==> src/rtl/spi_slave.sv <==
`timescale 1ns/1ps
// -----------------------------------------------------------------------------
// spi_slave
// SPI mode-0 (CPOL=0, CPHA=0) slave, MSB first, oversampled by the system
// clock. A single-entry TX holding register feeds the transmit shifter at
// every word boundary. If the holding register is empty, the IDLE_TX word is
// sent instead and an underrun is flagged. Each completed received word is
// published on rx_data with a one-cycle rx_valid pulse.
//
// Ports
//   clk          system clock, all registers on its rising edge
//   rst          synchronous active-high reset
//   spi_sclk     SPI clock from the master (asynchronous to clk)
//   spi_csn      chip select from the master, active-low (asynchronous)
//   spi_mosi     serial data from the master (asynchronous)
//   spi_miso     serial data to the master
//   spi_miso_oe  MISO output enable, high only while a frame is active
//   tx_data      next word to transmit
//   tx_valid     tx_data is valid
//   tx_ready     TX holding register is empty
//   rx_data      last word received
//   rx_valid     one-cycle pulse, rx_data has just been updated
//   tx_underrun  one-cycle pulse, IDLE_TX was loaded because holding was empty
//   frame_err    one-cycle pulse, chip select rose in the middle of a word
//   busy         a frame is being shifted
// -----------------------------------------------------------------------------
module spi_slave #(
    parameter int unsigned       DATA_W  = 8,
    parameter logic [DATA_W-1:0] IDLE_TX = 8'hFF
) (
    input  logic              clk,
    input  logic              rst,
    input  logic              spi_sclk,
    input  logic              spi_csn,
    input  logic              spi_mosi,
    output logic              spi_miso,
    output logic              spi_miso_oe,
    input  logic [DATA_W-1:0] tx_data,
    input  logic              tx_valid,
    output logic              tx_ready,
    output logic [DATA_W-1:0] rx_data,
    output logic              rx_valid,
    output logic              tx_underrun,
    output logic              frame_err,
    output logic              busy
);

    localparam int unsigned      CNT_W    = (DATA_W > 1) ? $clog2(DATA_W) : 1;
    localparam logic [CNT_W-1:0] CNT_LAST = CNT_W'(DATA_W - 1);
    localparam logic [CNT_W-1:0] CNT_ZERO = {CNT_W{1'b0}};
    localparam logic [CNT_W-1:0] CNT_ONE  = {{(CNT_W-1){1'b0}}, 1'b1};

    typedef enum logic [1:0] {
        ST_WAIT_IDLE = 2'd0,
        ST_IDLE      = 2'd1,
        ST_SHIFT     = 2'd2
    } state_e;

    // Synchronizer chains: bits [1:0] are the 2-flop synchronizer, bit [2]
    // is the extra copy used only for edge detection.
    logic [2:0]        sclk_q;
    logic [2:0]        csn_q;
    logic [1:0]        mosi_q;

    // After reset the synchronizers still hold their reset values for two
    // cycles. WAIT_IDLE must not trust csn until real pin samples reach the
    // second stage, otherwise a reset in the middle of a frame would see a
    // false idle followed by a false CS fall.
    logic [1:0]        settle_q,   settle_d;

    state_e            state_q,    state_d;
    logic [CNT_W-1:0]  bit_cnt_q,  bit_cnt_d;
    logic [DATA_W-1:0] rx_shift_q, rx_shift_d;
    logic [DATA_W-1:0] shifter_q,  shifter_d;
    logic [DATA_W-1:0] holding_q,  holding_d;
    logic              tx_ready_q, tx_ready_d;
    logic [DATA_W-1:0] rx_data_q,  rx_data_d;
    logic              rx_valid_q, rx_valid_d;
    logic              underrun_q, underrun_d;
    logic              frame_err_q, frame_err_d;
    logic              miso_q,     miso_d;
    logic              miso_oe_q,  miso_oe_d;
    logic              busy_q,     busy_d;

    logic              sclk_rise_s;
    logic              sclk_fall_s;
    logic              cs_fall_s;
    logic              cs_rise_s;
    logic              csn_sync_s;
    logic              mosi_sync_s;
    logic              settle_done_s;
    logic              word_load_s;

    assign csn_sync_s    = csn_q[1];
    assign mosi_sync_s   = mosi_q[1];
    assign sclk_rise_s   =  sclk_q[1] & ~sclk_q[2];
    assign sclk_fall_s   = ~sclk_q[1] &  sclk_q[2];
    assign cs_fall_s     = ~csn_q[1]  &  csn_q[2];
    assign cs_rise_s     =  csn_q[1]  & ~csn_q[2];
    assign settle_done_s = (settle_q == 2'd2);

    // Input synchronizers and edge-detect copies
    always_ff @(posedge clk) begin
        if (rst) begin
            sclk_q <= 3'b000;
            csn_q  <= 3'b111;
            mosi_q <= 2'b00;
        end else begin
            sclk_q <= {sclk_q[1:0], spi_sclk};
            csn_q  <= {csn_q[1:0],  spi_csn};
            mosi_q <= {mosi_q[0],   spi_mosi};
        end
    end

    // Next-state logic: frame FSM, shifters, holding register and pulses
    always_comb begin
        settle_d    = settle_q;
        state_d     = state_q;
        bit_cnt_d   = bit_cnt_q;
        rx_shift_d  = rx_shift_q;
        shifter_d   = shifter_q;
        holding_d   = holding_q;
        tx_ready_d  = tx_ready_q;
        rx_data_d   = rx_data_q;
        rx_valid_d  = 1'b0;
        underrun_d  = 1'b0;
        frame_err_d = 1'b0;
        word_load_s = 1'b0;

        if (settle_done_s) begin
            settle_d = settle_q;
        end else begin
            settle_d = settle_q + 2'd1;
        end

        case (state_q)
            ST_WAIT_IDLE: begin
                if (settle_done_s && csn_sync_s) begin
                    state_d = ST_IDLE;
                end else begin
                    state_d = ST_WAIT_IDLE;
                end
            end
            ST_IDLE: begin
                if (cs_fall_s) begin
                    state_d     = ST_SHIFT;
                    bit_cnt_d   = CNT_ZERO;
                    word_load_s = 1'b1;
                end else begin
                    state_d = ST_IDLE;
                end
            end
            ST_SHIFT: begin
                // CS rise wins over any sclk edge detected in the same cycle
                if (cs_rise_s) begin
                    state_d     = ST_IDLE;
                    bit_cnt_d   = CNT_ZERO;
                    rx_shift_d  = {DATA_W{1'b0}};
                    frame_err_d = (bit_cnt_q != CNT_ZERO);
                end else if (sclk_rise_s) begin
                    rx_shift_d = {rx_shift_q[DATA_W-2:0], mosi_sync_s};
                    if (bit_cnt_q == CNT_LAST) begin
                        bit_cnt_d  = CNT_ZERO;
                        rx_data_d  = {rx_shift_q[DATA_W-2:0], mosi_sync_s};
                        rx_valid_d = 1'b1;
                    end else begin
                        bit_cnt_d = bit_cnt_q + CNT_ONE;
                    end
                end else if (sclk_fall_s) begin
                    // bit_cnt back at zero after a falling edge means the
                    // previous word is complete: fetch the next one
                    if (bit_cnt_q == CNT_ZERO) begin
                        word_load_s = 1'b1;
                    end else begin
                        shifter_d = {shifter_q[DATA_W-2:0], 1'b0};
                    end
                end else begin
                    state_d = ST_SHIFT;
                end
            end
            default: begin
                state_d = ST_WAIT_IDLE;
            end
        endcase

        // A word load always consumes the registered holding content
        if (word_load_s) begin
            if (!tx_ready_q) begin
                shifter_d  = holding_q;
                tx_ready_d = 1'b1;
            end else begin
                shifter_d  = IDLE_TX;
                underrun_d = 1'b1;
            end
        end else begin
            underrun_d = 1'b0;
        end

        // Holding capture. It can only fire when holding was empty, so it
        // never collides with a load that empties the holding register.
        if (tx_valid && tx_ready_q) begin
            holding_d  = tx_data;
            tx_ready_d = 1'b0;
        end else begin
            holding_d = holding_d;
        end

        if (state_d == ST_SHIFT) begin
            miso_d    = shifter_d[DATA_W-1];
            miso_oe_d = 1'b1;
            busy_d    = 1'b1;
        end else begin
            miso_d    = 1'b0;
            miso_oe_d = 1'b0;
            busy_d    = 1'b0;
        end
    end

    // State and output registers
    always_ff @(posedge clk) begin
        if (rst) begin
            settle_q    <= 2'd0;
            state_q     <= ST_WAIT_IDLE;
            bit_cnt_q   <= CNT_ZERO;
            rx_shift_q  <= {DATA_W{1'b0}};
            shifter_q   <= {DATA_W{1'b0}};
            holding_q   <= {DATA_W{1'b0}};
            tx_ready_q  <= 1'b1;
            rx_data_q   <= {DATA_W{1'b0}};
            rx_valid_q  <= 1'b0;
            underrun_q  <= 1'b0;
            frame_err_q <= 1'b0;
            miso_q      <= 1'b0;
            miso_oe_q   <= 1'b0;
            busy_q      <= 1'b0;
        end else begin
            settle_q    <= settle_d;
            state_q     <= state_d;
            bit_cnt_q   <= bit_cnt_d;
            rx_shift_q  <= rx_shift_d;
            shifter_q   <= shifter_d;
            holding_q   <= holding_d;
            tx_ready_q  <= tx_ready_d;
            rx_data_q   <= rx_data_d;
            rx_valid_q  <= rx_valid_d;
            underrun_q  <= underrun_d;
            frame_err_q <= frame_err_d;
            miso_q      <= miso_d;
            miso_oe_q   <= miso_oe_d;
            busy_q      <= busy_d;
        end
    end

    assign spi_miso    = miso_q;
    assign spi_miso_oe = miso_oe_q;
    assign tx_ready    = tx_ready_q;
    assign rx_data     = rx_data_q;
    assign rx_valid    = rx_valid_q;
    assign tx_underrun = underrun_q;
    assign frame_err   = frame_err_q;
    assign busy        = busy_q;

endmodule

==> config.mk <==
export PLATFORM = sky130hd
export DESIGN_NAME = spi_slave
export DESIGN_NICKNAME = d
export VERILOG_FILES = /design/src/rtl/spi_slave.sv
export SDC_FILE = /design/constraint.sdc
export NUM_CORES = 1
export LEC_CHECK = 0
export CAP_MARGIN = 40
export CORE_MARGIN = 5
export CORE_UTILIZATION = 40
export DETAILED_ROUTE_END_ITERATION = 16
export SLEW_MARGIN = 20
export SYNTH_ARGS = -nofsm -noshare
export SYNTH_HDL_FRONTEND = slang
export SYNTH_SLANG_ARGS = --single-unit
==> constraint.sdc <==
create_clock -name clk -period 2.75 [get_ports clk]
set_input_delay 0.6875 -clock clk [delete_from_list [all_inputs] [get_ports clk]]
set_output_delay 0.6875 -clock clk [all_outputs]
set_load 0.02 [all_outputs]
# ---- After elaboration in Yosys (flattened, before gate mapping)
# Cells that the tools add are included.
dict set report totals {
  regBits 52
  latchBits 0
  ramBits 0
  mem_bits_ro 0
  inputBits 14
  out_inout_bits 15
  elab_cells 91
  mem_count 0
}
dict set report op_classes {
  add_sub_neg 2
  multipliers 0
  div 0
  order_cmp 0
  n_eq_ne 10
  n_shift 0
  muxes 31
  bitwise_logic 13
  n_reduce_logical 18
}
# operator count
set op_table {}
lappend op_table {{2-to-1 mux 8 bit} 7}
lappend op_table {{2-to-1 mux 7 bit} 2}
lappend op_table {{2-to-1 mux 3 bit} 4}
lappend op_table {{2-to-1 mux 1 bit} 11}
lappend op_table {{nonzero test 2 bit} 5}
lappend op_table {{NOT 1 bit} 9}
lappend op_table {{2-to-1 mux 2 bit} 4}
lappend op_table {{== test 2 bit, second input constant} 3}
lappend op_table {{one-hot mux 2 bit (3 select lines)} 1}
lappend op_table {{one-hot mux 3 bit (2 select lines)} 1}
lappend op_table {{AND reduction 5 bit} 1}
lappend op_table {{bitwise AND 1 bit} 4}
lappend op_table {{!= test 2 x 1 -> 1 bit, second input constant} 2}
lappend op_table {{!= test 2 bit, second input constant} 2}
lappend op_table {{AND reduction 4 bit} 1}
lappend op_table {{OR reduction 2 bit} 2}
lappend op_table {{OR reduction 4 bit} 1}
lappend op_table {{adder 3 x 1 -> 3 bit, second input constant} 1}
lappend op_table {{== test 3 bit, second input constant} 1}
lappend op_table {{zero test 3 bit} 1}
lappend op_table {{!= test 3 bit, second input constant} 1}
lappend op_table {{AND reduction 3 bit} 1}
lappend op_table {{nonzero test 3 bit} 1}
lappend op_table {{OR reduction 3 bit} 1}
lappend op_table {{other kinds (6)} 7}

# ---- Depth between registers and ports, before layout
dict set report depth {
  ltp_word 9
  ltp_mapped 7
  mapped_depth_nobuf 6
}

# ---- Worst setup path before layout
# No wires, ideal clock.
dict set report synth_timing {
  kind {register to register}
  start {register state_q[0]}
  end {register miso_q (netlist: spi_miso)}
  arrival_ps 1539
  t_required_ps 2607
  setup_slack_ps 1069
  stages_incl_launch_ff 8
  n_path_buf 1
  period_less_slack_ps 1681
  cell_sequence {dfxtp_1 -> inv_1 -> ha_1 -> inv_2 -> o31a_1 -> buf_2 -> nor4_1 -> a2111oi_2}
}
dict set report synth_via {
  elab_chain_len 7
}
# item line_no
set synth_lines {}
lappend synth_lines {{start: declaration} 71} ;# state_e state_q, state_d;
lappend synth_lines {{start signal: assignment} 238} ;# state_q <= state_d;
lappend synth_lines {{2-to-1 mux 2 bit} 169} ;# end else if (sclk_fall_s) begin
lappend synth_lines {{2-to-1 mux 2 bit} 160} ;# end else if (sclk_rise_s) begin
lappend synth_lines {{2-to-1 mux 2 bit} 155} ;# if (cs_rise_s) begin
lappend synth_lines {{one-hot mux 2 bit (3 select lines)} 136} ;# case (state_q)
lappend synth_lines {{== test 2 bit} 208} ;# if (state_d == ST_SHIFT) begin
lappend synth_lines {{NOT 1 bit (no source line)} --}
lappend synth_lines {{OR reduction 2 bit (no source line)} --}
lappend synth_lines {{end signal: assignment} 248} ;# miso_q <= miso_d;
lappend synth_lines {{end: declaration} 81} ;# logic miso_q, miso_d;
# Several ways; a longest one is shown, not always the timed one. The select of a mux whose other input is x is not followed.
# A chain may end at the register's enable or synchronous reset.

# ---- Final worst setup path
# Same ends and word-level chain as after synthesis.

==> results.txt <==
----------------------------------------------------
[Global route]
  Vias in the first global route ... 1515
  First-pass GRT wire length ... 6969 um
  Pin count of the biggest net entering global routing ... 21
  Number of antenna violations at the first check in global routing ... 0
  Total routing usage reported by global routing ... 13.33%
  Total congestion overflow after global routing ... 0

[Synth]
  Count of flip-flops with a built-in enable after synthesis ... 0
  Share of Yosys cell area claimed by the top area cell type ... 49.73%
  Dominant combinational cell family by area after synthesis ... simple AND/OR/NAND/NOR gates
  Post-Synthesis Mean Instance Area ... 9.221 um2
  Synth area leader ... dfxtp_1
  Mux share of post-synthesis cell area ... 3.347%
  Synth Register Bits ... 52
  Number of standard cells after synthesis ... 227
  Share of synthesized area occupied by flip-flops and latches ... 49.73%
  Post-synthesis xor/xnor area fraction ... 0.8368%
  Synth Net Count ... 249
  Fraction of the mapped netlist area in adder cells ... under 10%
  Share of the synthesized area in compound gates (AO/OA/AOI/OAI) ... 15.30%
  Fraction of synthesis flops using an asynchronous set or reset pin ... 0%
  Simple-Gate Fraction of Synth Area ... 21.52%
  Most used flip-flop cell after synthesis ... dfxtp_1
  Number of distinct library cell variants in the gate-level netlist after synthesis ... 41
  Cell area after synthesis ... 2093 um2
  Synth warn ... 0
  Dominant cells by area after synthesis ... dfxtp_1 (50%), a21oi_1 (5.3%), ha_1 (4.8%)

[Place]
  Standard cell area after detailed placement ... 2427 um2
  Number of buffers added on ports ... 28
  Final weighted congestion in routability-driven placement ... 0.8047
  Place WS ... 0.6435 ns
  HPWL Detailed ... 2882 um

[Pwr]
  Part of the power in combinational logic ... between 10% and 20%
  Share of total power consumed by net switching ... 26.17%
  Clock share of power ... 28.9%
  Sw Pwr ... 0.3701 mW
  Largest vdd supply drop ... 0.3016 mV
  Power density cells ... between 500 and 600 nW/um2
  Sequential share of power ... 57.0%
  Total Power ... 1.414 mW
  Internal Dissipation ... around 1.0 mW
  Leakage Power ... 0.9313 nW

[Floorplanning]
  Vertical die dimension ... 82.34 um
  I/O pins ... 29
  Die Area ... 6780 um2
  Area of the core region ... 5107 um2
  Initial core utilization ... 40.98%
  Number of placement rows ... 26
  Die boundary width ... 82.34 um

[Clock tree]
  Cell chosen for the clock root ... clkbuf_8
  Clock tree from TritonCTS ... built
  CTS Buf Count ... 5
  Number of sinks driven by the clock tree ... 52
  Number of levels in the clock H-tree ... 2
  Total of hold buffers inserted after clock tree synthesis ... 0
  Register clock-pin slew on the reported worst setup and hold paths ... 0.09 ns
  Number of setup buffers added after CTS ... 0
  Clock latency on the worst-skew pair ... about 0.3 ns
  Resized cells post-CTS ... 0
  Deepest clock path buffer count ... 2

[Worst setup path]
  Register-to-register path setup slack ... 0.72 ns
  Kind of critical path ... reg2reg
  Endpoint required time on the critical path ... 2.96 ns
  Number of cells on the worst reg-to-reg path ... 6
  Destination of the worst register-to-register timing path ... spi_miso$_SDFF_PP0_
  Ordered cell list for the critical path ... inv_1 -> ha_1 -> inv_2 -> o31a_1 -> nand2b_1 -> a2111oi_2
  Crit path arrival time ... approximately 2.2 ns
  Kind of end point of the critical path ... flop
  Longest individual stage delay on the worst path ... 0.42 ns
  Max Fanout on Critical Path ... 11
  Worst setup path end ... spi_miso$_SDFF_PP0_
  Slowest cell on the critical path ... o31a_1
  Element type at the critical path start ... flop
  R2R Path Start ... state_q[0]$_SDFF_PP0_
  Critical Path Start ... state_q[0]$_SDFF_PP0_

[Finish]
  Area of the multi-input gates ... 958.4 um2
  Number of inserted filler cells in the final layout ... 516
  Reg area ... 1041 um2
  ANT cells ... 0
  Fraction of layout cells with a size suffix above 1 ... 7.171%
  Signed area change from the synthesized netlist to the final layout ... 19.84%
  Final net count ... 273
  Final cell area excluding filler cells ... 2509 um2

[STA]
  Final hold vios ... 0
  Worst slack on hold paths ... 0.4196 ns
  Final slew viol count ... 0
  Worst Clk Skew ... 0.008549 ns
  Post-route fraction of the period consumed by the critical path ... between 70% and 80%
  Final number of setup-violating endpoints ... 0
  Setup repair after global routing missed its margin ... false
  Setup_tns ... 0 ns
  Post-route setup slack ... a little over 0.7 ns
  Clock period minus worst slack ... 2.030 ns
  Timing-limited maximum frequency ... 492.5 MHz
  Worst max-slew margin expressed relative to the limit ... 64.48%
  Worst-Margin Slew ... ~0.53 ns

[Job]
  Number of max-cap violations ... 0

[Detailed routing]
  Number of vias per cell after detailed routing ... 5.069
  DR WL/cell ... approximately 13 um
  First-pass DRT Iterations ... 5
  Number of DRC markers in iteration 0 ... 120
  DRC Markers ... 0
  Antenna-violating nets left ... 0
  Detailed-route via count ... 1627
  Routed wire length ... 4040 um

[Run status]
  Outcome ... finished, final reports clean

[Hold path]
  Type of the most critical hold path ... reg2reg

----------------------------------------------------
per-layer routing:
metal  global-route usage [%]  part of all wire (%)
met5                        0                     0
met4                    5.482                   1.1
met3                    2.603                   3.3
met2                    18.83                    42
met1                    19.57                    54
synth_stat cells, drive strengths merged (3+ instances only):
cell type,n
a21oi,22
mux2i,7
clkbuf,11
nand2,19
buf,4
nor2b,7
ha,8
nor3,4
nand3,17
a211oi,7
inv,8
nand2b,4
nor2,13
or2,3
a22oi,7
o21ai,5
dfxtp,52
nor4,7
kinds of logic after synthesis:
logic type,Yosys count
flip-flops,52
AND/OR/NAND/NOR,85
AO/OA/AOI/OAI,50
buffers and inverters,23
XOR/XNOR,2
multiplexers,7
adder cells (fa/ha/maj),8
worst min path at each step:
stage,startpoint,to,slack [ns],cells past startpoint
2_1_floorplan,csn_q[0]$_SDFF_PP1_,csn_q[1]$_SDFF_PP1_,0.39,1
3_3_place_gp,csn_q[0]$_SDFF_PP1_,csn_q[1]$_SDFF_PP1_,0.40,1
3_5_place_dp,csn_q[0]$_SDFF_PP1_,csn_q[1]$_SDFF_PP1_,0.40,1
4_1_cts,csn_q[0]$_SDFF_PP1_,csn_q[1]$_SDFF_PP1_,0.42,1
5_1_grt,csn_q[0]$_SDFF_PP1_,csn_q[1]$_SDFF_PP1_,0.45,1
6_report,csn_q[0]$_SDFF_PP1_,csn_q[1]$_SDFF_PP1_,0.42,1
metrics by stage:
stage | std cells | util (%)
final | 321 | 49.12
after global routing | 321 | 49.12
after CTS | 321 | 49.12
after detailed placement | 314 | 47.53
after global placement | 314 | 47.53
after floorplan | 227 | -
critical path: cells and delay by family (launching register included):
family	cells	cell delay (ns)
compound gates	2	0.75
simple gates	1	0.35
flops	1	0.34
fa+ha+maj	1	0.29
buf+inv	2	0.21
state kept, by name, indices dropped and copies added (netlist names), 2 cells and up:
register and count:
holding_q 8, state_q 2, rx_shift_q 7, rx_data 8
sclk_q 3, csn_q 3, settle_q 2, bit_cnt_q 3
shifter_q 8, mosi_q 2
layout make-up:
class | count | share of cell area (%)
Inverter | 8 | 1.197
Sequential cell | 52 | 41.50
Timing Repair Buffer | 32 | 12.37
Tap cell | 70 | 3.491
Clock buffer | 5 | 2.743
Clock inverter | 2 | 0.4988
Multi-Input combinational cell | 152 | 38.20
placed cells by master, fill, tap and decap left out, types with 2 or more instances in the layout:
cell type / count
nor3_1: 4
a211oi_1: 7
or2_2: 3
nor2b_1: 6
buf_4: 4
mux2i_1: 7
nor2_1: 13
nand2b_1: 4
ha_1: 8
inv_1: 7
o211ai_1: 2
nor4_1: 7
o21ai_0: 4
clkbuf_8: 5
nand3_1: 17
clkdlybuf4s50_1: 28
nor3b_1: 2
a22oi_1: 7
a21o_1: 2
a21oi_1: 22
dfxtp_1: 52
nand2_1: 19
power by group through the flow:
stage	Combinational [mW]	Clock (mW)	Sequential [mW]
after global routing	0.227	0.455	0.812
after CTS	0.202	0.425	0.807
after floorplan	0.143	0	0.821
after global placement	0.195	0	0.824
after detailed placement	0.201	0	0.824
final	0.199	0.409	0.806
Power figures use the tool's default switching activity.
